===== src/rtl/fixed_point_add_arbiter_pkg.sv =====
// Shared types and helpers for the fixed-point add arbiter.
//   state_t  : arbiter FSM states
//   DEF_*    : default build sizes; SIGN_BIT / MAG_W describe the default
//              sign-magnitude layout (sign on top, magnitude below)
//   rr_next  : next round-robin pointer after a grant, with wrap
package fxp_arb_pkg;

  typedef enum logic [1:0] {IDLE, EXEC, RESP} state_t;

  localparam int DEF_NUM_REQ = 4;
  localparam int DEF_WIDTH   = 32;
  localparam int SIGN_BIT    = DEF_WIDTH - 1;
  localparam int MAG_W       = DEF_WIDTH - 1;

  function automatic int rr_next(input int cur, input int n);
    return (cur + 1 >= n) ? 0 : cur + 1;
  endfunction

endpackage


===== src/rtl/fixed_point_add_arbiter_if.sv =====
// Request/response bundle between the lane compute units and the shared
// adder arbiter.
//   req_valid/req_ready : per-requester handshake (ready is one-hot or zero)
//   req_a/req_b         : per-requester sign-magnitude operands
//   resp_*              : single tagged result channel (valid/ready)
// master = requester/consumer side, slave = arbiter side.
interface fixed_point_add_arbiter_if #(
  parameter int NUM_REQ = 4,
  parameter int WIDTH   = 32,
  parameter int ID_W    = $clog2(NUM_REQ)
);
  logic [NUM_REQ-1:0]            req_valid;
  logic [NUM_REQ-1:0]            req_ready;
  logic [NUM_REQ-1:0][WIDTH-1:0] req_a;
  logic [NUM_REQ-1:0][WIDTH-1:0] req_b;
  logic                          resp_valid;
  logic                          resp_ready;
  logic [ID_W-1:0]               resp_id;
  logic [WIDTH-1:0]              resp_data;
  logic                          resp_ovf;

  modport master (
    output req_valid, req_a, req_b, resp_ready,
    input  req_ready, resp_valid, resp_id, resp_data, resp_ovf
  );

  modport slave (
    input  req_valid, req_a, req_b, resp_ready,
    output req_ready, resp_valid, resp_id, resp_data, resp_ovf
  );
endinterface


===== src/rtl/fixed_point_add_arbiter_core.sv =====
// fxp_sm_add_core: combinational sign-magnitude adder.
//   a, b : operands, bit WIDTH-1 = sign, WIDTH-2:0 = magnitude
//   sum  : sign-magnitude result, zero magnitude always carries a + sign
//   ovf  : carry out of the magnitude field (same-sign adds only)
// The magnitude wraps on overflow; any clamping is left to the caller.
module fxp_sm_add_core #(
  parameter int WIDTH = 32
) (
  input  logic [WIDTH-1:0] a,
  input  logic [WIDTH-1:0] b,
  output logic [WIDTH-1:0] sum,
  output logic             ovf
);
  localparam int MW = WIDTH - 1;

  logic          sa, sb, sgn;
  logic [MW-1:0] ma, mb, mag;
  logic [MW:0]   add_full;

  assign sa       = a[WIDTH-1];
  assign sb       = b[WIDTH-1];
  assign ma       = a[MW-1:0];
  assign mb       = b[MW-1:0];
  assign add_full = {1'b0, ma} + {1'b0, mb};

  always_comb begin
    sgn = sa;
    mag = add_full[MW-1:0];
    ovf = 1'b0;
    if (sa == sb) begin
      mag = add_full[MW-1:0];
      ovf = add_full[MW];
    end else if (ma >= mb) begin
      mag = ma - mb;
      sgn = sa;
    end else begin
      mag = mb - ma;
      sgn = sb;
    end
    // Covers cancellation, -0 + -0 and a wrapped overflow landing on zero.
    if (mag == '0) sgn = 1'b0;
    sum = {sgn, mag};
  end
endmodule


===== src/rtl/fixed_point_add_arbiter.sv =====
// fixed_point_add_arbiter: round-robin share of one sign-magnitude adder.
//   clk, rst : clock, asynchronous active-high reset
//   bus      : slave side of fixed_point_add_arbiter_if (requests in,
//              tagged result out)
// Flow: IDLE grants one requester and latches its operands, EXEC registers
// the sum, RESP holds the result until resp_ready. One op in flight.
// Build option FXP_ADD_ARB_SAT_EN: clamp the magnitude to all ones on
// overflow instead of wrapping (sign kept, resp_ovf still set).
module fixed_point_add_arbiter
  import fxp_arb_pkg::*;
#(
  parameter int NUM_REQ = DEF_NUM_REQ,
  parameter int WIDTH   = DEF_WIDTH,
  parameter int ID_W    = $clog2(NUM_REQ)
) (
  input logic                      clk,
  input logic                      rst,
  fixed_point_add_arbiter_if.slave bus
);
  localparam int SB = WIDTH - 1;

  state_t          state;
  logic [ID_W-1:0] ptr, op_id, win;
  logic [WIDTH-1:0] op_a, op_b, core_sum, res;
  logic            win_vld, core_ovf;
  logic [ID_W-1:0] idx;
  int              off;

  // Scan from the highest offset down so the lowest offset from ptr is the
  // last assignment and therefore wins.
  always_comb begin
    win     = '0;
    win_vld = 1'b0;
    off     = 0;
    idx     = '0;
    for (int k = NUM_REQ - 1; k >= 0; k--) begin
      off = int'(ptr) + k;
      if (off >= NUM_REQ) off = off - NUM_REQ;
      idx = ID_W'(off);
      if (bus.req_valid[idx]) begin
        win     = idx;
        win_vld = 1'b1;
      end
    end
  end

  // Gated by rst so every output reads 0 while reset is held.
  always_comb begin
    bus.req_ready = '0;
    if (state == IDLE && win_vld && !rst) bus.req_ready[win] = 1'b1;
  end

  fxp_sm_add_core #(.WIDTH(WIDTH)) u_core (
    .a   (op_a),
    .b   (op_b),
    .sum (core_sum),
    .ovf (core_ovf)
  );

  // Overflow only comes from same-sign adds, so op_a's sign is the sign of
  // the true result even when the core has folded a wrapped zero to +0.
`ifdef FXP_ADD_ARB_SAT_EN
  assign res = core_ovf ? {op_a[SB], {SB{1'b1}}} : core_sum;
`else
  assign res = core_sum;
`endif

  always_ff @(posedge clk or posedge rst) begin
    if (rst) begin
      state          <= IDLE;
      ptr            <= '0;
      op_a           <= '0;
      op_b           <= '0;
      op_id          <= '0;
      bus.resp_valid <= 1'b0;
      bus.resp_data  <= '0;
      bus.resp_id    <= '0;
      bus.resp_ovf   <= 1'b0;
    end else begin
      case (state)
        IDLE: if (win_vld) begin
          op_a  <= bus.req_a[win];
          op_b  <= bus.req_b[win];
          op_id <= win;
          ptr   <= ID_W'(rr_next(int'(win), NUM_REQ));
          state <= EXEC;
        end
        EXEC: begin
          bus.resp_data  <= res;
          bus.resp_ovf   <= core_ovf;
          bus.resp_id    <= op_id;
          bus.resp_valid <= 1'b1;
          state          <= RESP;
        end
        RESP: if (bus.resp_ready) begin
          bus.resp_valid <= 1'b0;
          state          <= IDLE;
        end
        default: state <= IDLE;
      endcase
    end
  end
endmodule


===== src/flat_wrapper.sv =====
// flat-port wrapper written by rule: the top's interface ports become plain ports
module fixed_point_add_arbiter_flat import fxp_arb_pkg::*;
#(
  parameter int NUM_REQ = DEF_NUM_REQ,
  parameter int WIDTH   = DEF_WIDTH,
  parameter int ID_W    = $clog2(NUM_REQ)
)
  (clk, rst, bus_req_valid, bus_req_a, bus_req_b, bus_resp_ready, bus_req_ready, bus_resp_valid, bus_resp_id, bus_resp_data, bus_resp_ovf);
  fixed_point_add_arbiter_if #(.NUM_REQ(NUM_REQ), .WIDTH(WIDTH), .ID_W(ID_W)) bus_i ();
  input logic clk;
  input logic rst;
  input wire logic [$bits(bus_i.req_valid)-1:0] bus_req_valid;
  input wire logic [$bits(bus_i.req_a)-1:0] bus_req_a;
  input wire logic [$bits(bus_i.req_b)-1:0] bus_req_b;
  input wire logic [$bits(bus_i.resp_ready)-1:0] bus_resp_ready;
  output wire logic [$bits(bus_i.req_ready)-1:0] bus_req_ready;
  output wire logic [$bits(bus_i.resp_valid)-1:0] bus_resp_valid;
  output wire logic [$bits(bus_i.resp_id)-1:0] bus_resp_id;
  output wire logic [$bits(bus_i.resp_data)-1:0] bus_resp_data;
  output wire logic [$bits(bus_i.resp_ovf)-1:0] bus_resp_ovf;
  assign bus_i.req_valid = bus_req_valid;
  assign bus_i.req_a = bus_req_a;
  assign bus_i.req_b = bus_req_b;
  assign bus_i.resp_ready = bus_resp_ready;
  assign bus_req_ready = bus_i.req_ready;
  assign bus_resp_valid = bus_i.resp_valid;
  assign bus_resp_id = bus_i.resp_id;
  assign bus_resp_data = bus_i.resp_data;
  assign bus_resp_ovf = bus_i.resp_ovf;
  fixed_point_add_arbiter #(.NUM_REQ(NUM_REQ), .WIDTH(WIDTH), .ID_W(ID_W)) u_core (.clk(clk), .rst(rst), .bus(bus_i));
endmodule

===== config.mk =====
export PLATFORM = sky130hd
export DESIGN_NAME = fixed_point_add_arbiter_flat
export DESIGN_NICKNAME = d
export VERILOG_FILES = /design/src/rtl/fixed_point_add_arbiter_pkg.sv /design/src/rtl/fixed_point_add_arbiter_if.sv /design/src/rtl/fixed_point_add_arbiter_core.sv /design/src/rtl/fixed_point_add_arbiter.sv /design/src/flat_wrapper.sv
export SDC_FILE = /design/constraint.sdc
export NUM_CORES = 1
export LEC_CHECK = 0
export ABC_AREA = 0
export CAP_MARGIN = 20
export CORE_UTILIZATION = 41
export CTS_CLUSTER_SIZE = 28
export DETAILED_ROUTE_END_ITERATION = 7
export PLACE_DENSITY = 0.72
export SYNTH_ARGS = -nofsm -noshare
export SYNTH_HDL_FRONTEND = slang
export SYNTH_SLANG_ARGS = --single-unit
export TNS_END_PERCENT = 10

===== constraint.sdc =====
create_clock -name clk -period 5.1 [get_ports clk]
set_input_delay 1.275 -clock clk [delete_from_list [all_inputs] [get_ports clk]]
set_output_delay 1.275 -clock clk [all_outputs]
set_load 0.05 [all_outputs]

==> summary.md, run 1 <==
| Metric | Value |
|---|---|
| Run status | finished clean |
| Final Core Density | 0.552 |
| # IOs | 303 |
| Largest cells by area after synthesis | dfrtp_1 (24%), ha_1 (12%), nand2_1 (11%) |
| Area leader, netlist | dfrtp_1 |
| Total CTS buffers | 9 |
| Clock Pin Slew Worst Setup and Hold Paths | 0.09 ns |
| Sequential share of the synthesized area | 0.237 |
| Die Wd | 167 um |
| Number of global-route vias before repair | 11700 |
| Fin. Hold Viols | 0 |
| MaxCap Viol Count | 0 |
| FF+latch area | 0.00265 mm2 |
| #FFs+latches synth | 106 |
| Xor/xnor share of the synthesized area | 0.0212 |
| Final worst-path cycle share | 0.896 |
| Top_reg_cell synth | dfrtp_1 |
| First-pass GRT wire length | 64400 um |
| CP Max Fanout | 5 |
| Synth Warn # | 0 |
| Gpl congestion | 0.966 |
| Yosys top cell area share | 0.237 |
| Post-synthesis async set-or-reset flop share | 1.00 |
| Most frequent cells in the layout | nand2_1 (333), clkdlybuf4s50_1 (298), nand3_1 (203) |
| Critical Path Sink Type | flip-flop |
| Adder-cell area share of the yosys netlist | 0.121 |
| Unrepaired setup endpoints after global routing | false |
| Multiplexer area fraction after synthesis | 0.0207 |
| Reg2reg setup slack | 0.53 ns |
| Grt total ovfl | 0 |
| Setup violations, final | 0 |
| Wire length per cell | 18.6 um |
| Largest family of logic cells by synthesized area | simple AND/OR/NAND/NOR gates |
| Total Routed Length | 40900 um |
| WHS | 0.481 ns |
| Dpl cell area | 0.0145 mm2 |
| Area of the die | 0.0279 mm2 |
| DPL Wire Length | 32900 um |
| Clk Latency, worst-skew pair | 0.38 ns |
| CTS tree | built |
| Post_cts resized | 0 |
| Worst slew margin | 0.403 |
| Worst slew pin tran | 0.896 ns |
| Synthesized net count | 1975 |
| Worst endpoint required time | 5.35 ns |
| Setup TNS | 0 ns |
| Initial core utilization | 0.416 |
| Detail Route Antenna Nets | 0 |
| # DRC | 0 |
| Nets@finish | 2219 |
| CP arrival | 4.82 ns |
| Gr usage total | 0.290 |
| Commonest non-fill, non-tap cell in the layout | nand2_1 |
| Post-synth cell types | 84 |
| Hold Path Class | reg -> reg |
| Slew Viols, Final | 0 |
| Initial antenna violation count | 1 |
| Crit Path Class | reg -> reg |
| Drt pass-1 iters | 5 |
| Root Driver | clkbuf_16 |
| Post-route cell area | 0.0148 mm2 |
| Port Buffers | 302 |
| H-tree lvl count | 3 |
| Setup bufs post-CTS | 0 |
| Multi-input logic area | 0.00773 mm2 |
| Total number of vias | 12500 |
| Area grow syn2layout | 32.6% |
| Bufs on Longest Clock Path | 2 |
| Filler cell count | 2672 |
| CTS hold repair buffers | 0 |
| Drt via density | 5.71 |
| # rows | 60 |
| Clk_skew | 0.0164 ns |
| Largest net degree at the start of global routing | 83 |
| Share of layout cells above drive strength 1 | 0.0507 |
| Post-synth EDFFs | 0 |
| Area share of and/or/nand/nor cells after synthesis | 0.296 |
| Clk sink count | 106 |
| Die height | 167 um |
| Startpoint types | flip-flop |
| Post-synthesis average cell area | 6.96 um2 |
| Starting DRT DRC Count | 1090 |
| Fin crit period | 4.57 ns |
| Post-Syn Instances | 1606 |
| Fmax | 219 MHz |
| Post-Syn Area | 0.0112 mm2 |
| Compound-Gate Fraction of Synth Area | 0.229 |
| Core ar. | 0.0269 mm2 |
| Antenna fix cells | 0 |
[cell families after synthesis]
family	after synthesis
adders and majority gates	106
buffers and inverters	207
DFF	106
AOI/OAI and AO/OA	403
xor gates and xnor gates	27
muxes	22
and+or+nand+nor	735
[routing by layer]
metal,track usage,vias up,share of wire
li1,-,6069,-
met3,0.0440,49,0.074
met4,0.0690,0,0.019
met1,0.404,5887,0.45
met2,0.470,536,0.46
met5,0,-,0
[synthesized netlist by cell type (19+ instances only)]
| cell | count |
|---|---|
| a21oi_1 | 97 |
| clkbuf_1 | 66 |
| nor2_1 | 91 |
| ha_1 | 103 |
| nand3_1 | 203 |
| buf_2 | 24 |
| o21ai_0 | 144 |
| nor3_1 | 19 |
| nand2_1 | 333 |
| inv_1 | 101 |
| dfrtp_1 | 106 |
| xnor2_1 | 22 |
| nand4_1 | 19 |
[worst paths after layout]
path / startpoint / end / depth (start not counted)
max: u_core.op_b[1]$_DFFE_PP0P_ / u_core.bus.resp_data[31]$_DFFE_PP0P_ / 14
min: u_core.bus.resp_data[27]$_DFFE_PP0P_ / u_core.bus.resp_data[27]$_DFFE_PP0P_ / 2
max reg2reg: u_core.op_b[1]$_DFFE_PP0P_ / u_core.bus.resp_data[31]$_DFFE_PP0P_ / 14
min reg2reg: u_core.bus.resp_data[27]$_DFFE_PP0P_ / u_core.bus.resp_data[27]$_DFFE_PP0P_ / 2
max in group asynchronous: rst / u_core.op_b[22]$_DFFE_PP0P_ / 4
min in group asynchronous: rst / u_core.bus.resp_valid$_DFFE_PP0P_ / 3
[metrics by stage]
step | instances | worst slack (ns)
finish | 2196 | 0.532
global route | 2196 | 0.369
CTS | 2196 | 0.592
detailed placement | 2180 | 0.597
global placement | 2180 | 0.624
floorplan | 1606 | 0.307
[area by class of cell]
type                    count  area share
clock buffers               9      0.0152
clock inverters             7     0.00616
inverters                 103      0.0266
multi-input cells        1293       0.521
flip-flops and latches    106       0.179
well taps                 341      0.0288
repair buffers            337       0.223
[state kept, by name, summed over array words and instances, names as in the netlist]
signal,count
u_core.bus.resp_data,32
u_core.op_a,32
u_core.op_b,32
u_core.bus.resp_id,2
u_core.op_id,2
u_core.ptr,2
u_core.state,2
u_core.bus.resp_ovf,1
u_core.bus.resp_valid,1
[critical path: stages, from the launching register on]
cell	delay (ns)
dfrtp_1	0.50
inv_1	0.16
ha_1	0.37
nor2b_1	0.23
o21ai_0	0.18
a311oi_1	0.49
nor2_1	0.13
o21ai_0	0.46
a41oi_1	0.30
o31ai_1	0.69
mux2i_1	0.19
xnor2_1	0.28
nand3_1	0.14
nor4_1	0.21
a21oi_1	0.10
Power of run 1 is left out: the tool's default activity adds up to more than one toggle a clock period on the data nets, which glitch-free logic cannot reach.
==> run 2, diff against run 1 <==
--- a/config.mk
+++ b/config.mk
@@ -10,7 +10,8 @@
 export CORE_UTILIZATION = 41
 export CTS_CLUSTER_SIZE = 28
 export DETAILED_ROUTE_END_ITERATION = 7
-export PLACE_DENSITY = 0.72
+export DONT_BUFFER_PORTS = 1
+export HOLD_SLACK_MARGIN = 0.06
 export SYNTH_ARGS = -nofsm -noshare
 export SYNTH_HDL_FRONTEND = slang
 export SYNTH_SLANG_ARGS = --single-unit
==> constraint.sdc (replaced) <==
create_clock -name clk -period 5.1 [get_ports clk]
set_input_delay 1.275 -clock clk [delete_from_list [all_inputs] [get_ports clk]]
set_output_delay 1.275 -clock clk [all_outputs]
set_load 0.01 [all_outputs]
==> summary.md, run 2 (synthesized netlist as in run 1, its figures left out) <==
| Metric | Value |
|---|---|
| Drt via density | 6.05 (was 5.71) |
| First-pass GRT wire length | 57300 um (was 64400 um) |
| Starting DRT DRC Count | 1253 (was 1090) |
| Port Buffers | 0 (was 302) |
| Setup violations, final | 0 (unchanged) |
| Clk_skew | 0.00918 ns (was 0.0164 ns) |
| CP Max Fanout | 13 (was 5) |
| Antenna fix cells | 0 (unchanged) |
| Fin. Hold Viols | 0 (unchanged) |
| Dpl cell area | 0.0113 mm2 (was 0.0145 mm2) |
| Grt total ovfl | 0 (unchanged) |
| Post-route cell area | 0.0117 mm2 (was 0.0148 mm2) |
| CTS tree | built (unchanged) |
| Setup bufs post-CTS | 0 (unchanged) |
| Wire length per cell | 20.0 um (was 18.6 um) |
| Total number of vias | 11400 (was 12500) |
| Clk sink count | 106 (unchanged) |
| CP arrival | 4.84 ns (was 4.82 ns) |
| Run status | finished clean (unchanged) |
| Die Wd | 167 um (unchanged) |
| Final worst-path cycle share | 0.900 (was 0.896) |
| Gpl congestion | 1.00 (was 0.966) |
| Largest net degree at the start of global routing | 129 (was 83) |
| Worst endpoint required time | 5.35 ns (about the same) |
| Die height | 167 um (unchanged) |
| # IOs | 303 (unchanged) |
| Critical Path Sink Type | flip-flop (unchanged) |
| Crit Path Class | reg -> reg (unchanged) |
| Total Routed Length | 37600 um (was 40900 um) |
| H-tree lvl count | 3 (unchanged) |
| Unrepaired setup endpoints after global routing | false (unchanged) |
| Top flop regs | u_core.bus.resp_data x32, u_core.op_a x32, u_core.op_b x32 (unchanged) |
| Startpoint types | flip-flop (unchanged) |
| Slew Viols, Final | 0 (unchanged) |
| Hold Path Class | reg -> reg (unchanged) |
| Number of global-route vias before repair | 10200 (was 11700) |
| Fmax | 218 MHz (was 219 MHz) |
| MaxCap Viol Count | 0 (unchanged) |
| Detail Route Antenna Nets | 0 (unchanged) |
| Total CTS buffers | 9 (unchanged) |
| # rows | 60 (unchanged) |
| Post_cts resized | 0 (unchanged) |
| CTS hold repair buffers | 0 (unchanged) |
| Area of the die | 0.0279 mm2 (unchanged) |
| Worst slew margin | 0.279 (was 0.403) |
| Clock Pin Slew Worst Setup and Hold Paths | 0.09 ns (about the same) |
| Drt pass-1 iters | 6 (was 5) |
| Bufs on Longest Clock Path | 2 (unchanged) |
| Core ar. | 0.0269 mm2 (unchanged) |
| # DRC | 0 (unchanged) |
| Fin crit period | 4.59 ns (was 4.57 ns) |
| Initial core utilization | 0.416 (unchanged) |
| DPL Wire Length | 29500 um (was 32900 um) |
| Initial antenna violation count | 0 (was 1) |
| Most frequent cells in the layout | nand2_1 (333), nand3_1 (203), o21ai_0 (144) (was nand2_1 (333), clkdlybuf4s50_1 (298), nand3_1 (203)) |
| Nets@finish | 1901 (was 2219) |
| Final Core Density | 0.435 (was 0.552) |
| Clk Latency, worst-skew pair | 0.38 ns (about the same) |
| Setup TNS | 0 ns (unchanged) |
| Worst slew pin tran | 1.08 ns (was 0.896 ns) |
| Share of layout cells above drive strength 1 | 0.0488 (was 0.0507) |
| Area grow syn2layout | 4.55% (was 32.6%) |
| Gr usage total | 0.261 (was 0.290) |
| Root Driver | clkbuf_16 (unchanged) |
| Commonest non-fill, non-tap cell in the layout | nand2_1 (unchanged) |
run 2: changes by cell type in the layout (fill, tap and decap cells not counted), moves of 2 or more:
cell,before,now
inv_12,2,0
clkinv_4,0,2
buf_4,36,18
clkdlybuf4s50_1,298,0
buf_12,3,0
run 2: worst paths after layout:
| path | from | to | slack [ns] | cells past startpoint |
|---|---|---|---|---|
| hold reg to reg | u_core.op_id[0]$_DFFE_PP0P_ | u_core.op_id[0]$_DFFE_PP0P_ | 0.50 | 2 |
| setup reg to reg | u_core.op_b[26]$_DFFE_PP0P_ | u_core.bus.resp_data[31]$_DFFE_PP0P_ | 0.51 | 15 |
| max in group asynchronous | rst | u_core.op_b[15]$_DFFE_PP0P_ | 2.84 | 3 |
| hold / removal | u_core.op_id[0]$_DFFE_PP0P_ | u_core.op_id[0]$_DFFE_PP0P_ | 0.50 | 2 |
| setup / recovery | u_core.op_b[26]$_DFFE_PP0P_ | u_core.bus.resp_data[31]$_DFFE_PP0P_ | 0.51 | 15 |
| min in group asynchronous | rst | u_core.ptr[0]$_DFFE_PP0P_ | 1.10 | 2 |
run 2: critical path: stages (launching register included):
cell       delay, ns
dfrtp_1         0.38
inv_1           0.08
ha_1            0.48
a21oi_1         0.31
o21a_1          0.16
o221ai_1        0.19
a211oi_4        0.65
nand2_2         0.35
buf_4           0.27
mux2i_1         0.15
a211o_1         0.35
a2111oi_2       0.36
nand4_1         0.12
nand4bb_1       0.21
nor4_1          0.29
a21oi_1         0.10
run 2: area by class of cell:
| type | count | area (um2) |
|---|---|---|
| Sequential cell | 106 | 2650 |
| Clock inverter | 7 | 95.1 |
| Fill cell | 2803 | 15200 |
| Multi-Input combinational cell | 1293 | 7730 |
| Inverter | 103 | 393 |
| Timing Repair Buffer | 19 | 163 |
| Tap cell | 341 | 427 |
| Clock buffer | 9 | 225 |
run 2: per-layer routing:
metal | global-route usage | up-vias | share of wire
met3 | 0.0506 | 37 | 0.085
met1 | 0.367 | 5351 | 0.45
met2 | 0.409 | 533 | 0.45
met5 | 0 | - | 0
met4 | 0.0674 | 0 | 0.015
li1 | - | 5436 | -
run 2: stage by stage:
stage / hold WS [ns] / std cells / setup slack (ns)
global route: 0.546 / 1878 / 0.169
finish: 0.498 / 1878 / 0.511
floorplan: 0.446 / 1606 / 0.466
detailed placement: 0.484 / 1861 / 0.595
global placement: 0.483 / 1861 / 0.684
CTS: 0.504 / 1877 / 0.573
Power of run 2 is left out for the same reason.
